File: config.mk
export PLATFORM = sky130hd
export DESIGN_NAME = raw10_unpacker
export DESIGN_NICKNAME = d
export VERILOG_FILES = /design/src/rtl/raw10_unpacker.sv
export SDC_FILE = /design/constraint.sdc
export NUM_CORES = 1
export LEC_CHECK = 0
export ABC_CLOCK_PERIOD_IN_PS = 3200
export CAP_MARGIN = 10
export CORE_MARGIN = 4
export CORE_UTILIZATION = 50
export DETAILED_ROUTE_END_ITERATION = 7
export GPL_TIMING_DRIVEN = 1
export HOLD_SLACK_MARGIN = 0.02
export PLACE_DENSITY = 0.78
export SLEW_MARGIN = 40
export SYNTH_ARGS = -nofsm -noshare
export SYNTH_HDL_FRONTEND = slang
export SYNTH_SLANG_ARGS = --single-unit
File: constraint.sdc
create_clock -name rxbyteclkhs -period 3.2 [get_ports rxbyteclkhs]
set_input_delay 0.96 -clock rxbyteclkhs [delete_from_list [all_inputs] [get_ports rxbyteclkhs]]
set_output_delay 0.96 -clock rxbyteclkhs [all_outputs]
set_load 0.05 [all_outputs]
File: src/rtl/raw10_unpacker.sv
// raw10_unpacker: turns the 16-bit CSI payload beat stream into 40-bit RAW10
// pixel quads {P3,P2,P1,P0}, tagged with start-of-line and end-of-frame.
// Each 5-byte group gives four pixels: Pn[9:2] = Bn, Pn[1:0] = B4[2n+1:2n].
// Optional feature macro: RAW10_LINE_CNT_EN adds line_quads / line_done,
// which report the number of quads emitted per line.
module raw10_unpacker #(
    parameter int DATA_STREAM_WIDTH = 16,
    parameter bit LOW_BYTE_FIRST    = 1'b1
) (
    input  logic                         rxbyteclkhs,
    input  logic                         reset,
    input  logic [DATA_STREAM_WIDTH-1:0] in_stream,
    input  logic                         in_valid,
    input  logic                         in_last,
    output logic [39:0]                  pix_data,
    output logic                         pix_valid,
    output logic                         pix_sol,
    output logic                         pix_eof,
    output logic                         resid_err
`ifdef RAW10_LINE_CNT_EN
    ,
    output logic [15:0]                  line_quads,
    output logic [0:0]                   line_done
`endif
);

    typedef enum logic {IDLE, LINE} state_t;

    state_t      state;
    logic [2:0]  cnt;          // bytes held in acc, 0..4
    logic [7:0]  acc [4];
    logic        first_quad;

    logic [7:0]  byte_early;
    logic [7:0]  byte_late;
    logic [7:0]  ext [6];      // held bytes followed by this beat's two bytes
    logic [2:0]  n;
    logic        emit;
    logic        fq_eff;
    logic [39:0] quad;

`ifdef RAW10_LINE_CNT_EN
    logic [15:0] quad_cnt;
`endif

    // Split the beat into its earlier and later byte.
    always_comb begin
        if (LOW_BYTE_FIRST) begin
            byte_early = in_stream[7:0];
            byte_late  = in_stream[15:8];
        end else begin
            byte_early = in_stream[15:8];
            byte_late  = in_stream[7:0];
        end
    end

    // Append the new bytes behind the held ones and build the candidate quad.
    always_comb begin
        for (int i = 0; i < 6; i++) begin
            ext[i] = 8'h00;
            if (i < 4 && 3'(i) < cnt)
                ext[i] = acc[i];
            else if (3'(i) == cnt)
                ext[i] = byte_early;
            else if (3'(i) == cnt + 3'd1)
                ext[i] = byte_late;
        end
        n      = cnt + 3'd2;
        emit   = in_valid && (n >= 3'd5);
        // IDLE beats always open a new line, so the first quad flag is forced
        fq_eff = (state == IDLE) ? 1'b1 : first_quad;
        quad   = '0;
        for (int k = 0; k < 4; k++)
            quad[10*k +: 10] = {ext[k], ext[4][2*k +: 2]};
    end

    // Line FSM, byte accumulator and registered pixel/status outputs.
    always_ff @(posedge rxbyteclkhs) begin
        if (reset) begin
            state      <= IDLE;
            cnt        <= 3'd0;
            first_quad <= 1'b1;
            for (int i = 0; i < 4; i++) acc[i] <= 8'h00;
            pix_data   <= '0;
            pix_valid  <= 1'b0;
            pix_sol    <= 1'b0;
            pix_eof    <= 1'b0;
            resid_err  <= 1'b0;
`ifdef RAW10_LINE_CNT_EN
            quad_cnt   <= '0;
            line_quads <= '0;
            line_done  <= 1'b0;
`endif
        end else begin
            pix_valid <= 1'b0;
            pix_sol   <= 1'b0;
            pix_eof   <= 1'b0;
            resid_err <= 1'b0;
`ifdef RAW10_LINE_CNT_EN
            line_done <= 1'b0;
`endif
            if (in_valid) begin
                state <= LINE;
`ifdef RAW10_LINE_CNT_EN
                // the opening beat of a line never completes a group
                if (state == IDLE) quad_cnt <= '0;
                else if (emit)     quad_cnt <= quad_cnt + 16'd1;
`endif
                if (emit) begin
                    pix_data   <= quad;
                    pix_valid  <= 1'b1;
                    pix_sol    <= fq_eff;
                    pix_eof    <= in_last;
                    first_quad <= 1'b0;
                    acc[0]     <= ext[5];
                    cnt        <= n - 3'd5;
                end else begin
                    for (int i = 0; i < 4; i++) acc[i] <= ext[i];
                    first_quad <= fq_eff;
                    cnt        <= n;
                end
            end else if (state == LINE) begin
                // a lone leftover byte is odd-length padding; more is an error
                state     <= IDLE;
                cnt       <= 3'd0;
                resid_err <= (cnt >= 3'd2);
`ifdef RAW10_LINE_CNT_EN
                line_quads <= quad_cnt;
                line_done  <= 1'b1;
`endif
            end
        end
    end

endmodule

==> flow_summary_export.csv <==
group,metric,value,unit
status,status,"completed",
place,io_buffers,63,
route,detail_route.wl_per_cell,19.9,um
layout,area_growth,23.3,%
synth,syn_area_per_cell,10.4,sq um
worst_hold_path,hp-class,"reg -> reg",
synth,yosysWarningCount,0,
clocking,cts_resized,0,
synth,synth_top_area_cell,"dfxtp_1",
setup_path,required,3370,ps
sta,worst_pin_slew,733,ps
route,drtAntennaViolNets,0,
synth,synthMuxAreaShare,2.13,%
clocking,postCtsSetupBuffers,0,
route,first_iter_violations,368,
synth,syn_area,3760,sq um
sta,hold_viol_final,0,
layout,antenna_cells,0,
place,globalplace.congestion,0.864,
global_route,grt.busiest_layer,"met2",
floorplanning,die_height,94.7,um
global_route,grt-ovfl-total,0,
setup_path,setup.worst_path.start_class,"flop",
layout,final_core_util,63.6,%
floorplanning,dieArea,8970,sq um
floorplanning,pin_count,64,
setup_path,end_kind,"flop",
synth,ys_types,40,
synth,synth.top_cell.area_share,26.1,%
power,p_per_area,568,nW/um^2
sta,layout_min_cycle_time,2540,ps
global_route,track_usage,23.9,%
clocking,path_clk_slew,80,ps
layout,fillers,596,
clocking,clockBufferDepth,2,
sta,rsz0062_at_grt,"no",
layout,final_layout_size_suffix_gt1_share,7.66,%
global_route,use_met3,4.70,%
sta,final.period_utilization,79.4,%
synth,synthXorXnorAreaFrac,0.233,%
synth,yosysMostFrequentCell,"nor2_1",
setup_path,worstPathArrival,2710,ps
route,vias_per_cell,6.25,
sta,tns,0,ps
route,drt_first_pass_iters,7,
clocking,tritoncts,"built",
global_route,gr-usage-met1,32.4,%
sta,finalClockSkew,7.50,ps
global_route,grt_pass1_vias,3073,
floorplanning,rows,31,
power,p_total,0.00264,W
place,dpl.cell_count,501,
global_route,grt_max_degree,74,
synth,synthArstFlopShare,0,%
clocking,clock-sinks,81,
floorplanning,coreArea,7290,sq um
place,dpl.hpwl,6.74,mm
synth,synth-adder-area-share,3.33,%
route,postRouteWirelength,10.3,mm
synth,ys_seq_area_share,51.6,%
synth,ys_top_cells_by_count,"nor2_1 (71), dfxtp_1 (49), a211oi_1 (40)",
job,drv_cap,0,
layout,final_cells,517,
global_route,antenna_found_initial,0,
synth,synth_compound_gate_area_share,24.0,%
synth,synth_flop_cell,"dfxtp_1",
sta,fmaxAchievable,394,MHz
power,leakagePower,1.57,nW
place,pre_cts_ws,658,ps
synth,synth-edff-count,32,
layout,final_nets,443,
clocking,clock_latency,350,ps
clocking,numCtsBuffers,9,
route,vias,3230,
clocking,htree_levels,3,
synth,synth_top_family_by_area,"compound AO/OA/AOI/OAI gates",
sta,setup_viol_count_final,0,
synth,synth_seq_cells,81,
setup_path,path_class,"reg -> reg",
synth,postSynthCellCount,361,
sta,setup_slack,659,ps
setup_path,critPathMaxFanout,10,
power,ir_drop,0.307,mV
sta,drv_slew,0,
floorplanning,die_w,94.7,um
synth,synth_nets,391,
global_route,use_met2,36.7,%
clocking,cts_root_buf,"clkbuf_8",
clocking,holdBufCountCts,0,
route,drc,0,
synth,synthTopCellsByArea,"dfxtp_1 (26%), edfxtp_1 (26%), a211oi_1 (8.0%)",
global_route,grt_pass1_wl,16.4,mm
sta,relSlewSlack,51.0,%
floorplanning,initial_utilization,51.6,%
synth,yosys.area_share.simple,14.1,%
==> metrics by stage <==
stage                     instance area [sq um]  hold slack [ps]
final                                      4640              480
after global routing                       4640              509
after CTS                                  4640              484
after detailed placement                   4450              465
after global placement                     4450              458
after floorplan                            3760              441
==> state kept, by name, summed over array words and instances, names as in the netlist <==
name / cells
pix_data: 40
acc: 32
cnt: 3
first_quad: 1
pix_eof: 1
pix_sol: 1
pix_valid: 1
resid_err: 1
state: 1
==> layout make-up <==
class	instances	area, sq um	share of cell area (%)
flip-flops and latches	81	1940	41.9
multi-input cells	243	1660	35.7
repair buffers	71	703	15.2
clock buffers	10	128	2.75
well taps	99	124	2.67
clock inverters	6	58.8	1.27
inverters	7	26.3	0.567
==> cells by family (layout without fill, tap and decap cells) <==
logic type	count (synthesis)	in the layout
buf+inv	37	94
fa+ha+maj	10	10
compound gates	117	117
flops	81	81
mux	8	8
xor+xnor	1	1
simple gates	107	107
==> layer usage <==
metal	vias up	wire, um	part of all wire, %
li1	1512	-	-
met4	0	275	2.7
met2	183	4800	47
met5	-	0	0
met1	1512	4330	42
met3	23	888	8.6
==> cells in the final DEF, fill, tap and decap left out, types with 2 or more instances in the layout <==
cell type	instances
nor2_1	71
clkdlybuf4s50_1	63
dfxtp_1	49
a211oi_1	40
edfxtp_1	32
a21oi_1	26
a222oi_1	22
a221oi_1	18
ha_1	10
nor3_1	9
clkbuf_8	9
mux2i_1	8
buf_4	7
inv_1	6
nand2_1	4
and3_1	4
o21a_1	3
nand3b_1	3
clkinv_1	2
nor3b_1	2
and2_1	2
o21ai_0	2
clkinvlp_4	2
clkinv_2	2
==> worst max-delay path: stages, from the launching register on <==
cell and delay (ps):
dfxtp_1 540, inv_1 170, ha_1 290, or3_4 400, a211oi_4 450, a222oi_1 230
a211oi_1 290
==> worst paths after layout <==
path | start | end | slack, ps | cells after the start
max reg2reg | cnt[1] | acc[0][6] | 660 | 6
min reg2reg | first_quad | pix_sol | 480 | 1
min | first_quad | pix_sol | 480 | 1
max | cnt[1] | acc[0][6] | 660 | 6
==> power breakdown <==
part           internal [W]  switching [W]  leakage (nW)
logic              0.000243       0.000466         0.733
registers           0.00117      0.0000414         0.750
clock network      0.000355       0.000362        0.0897
Power figures use the tool's default switching activity.
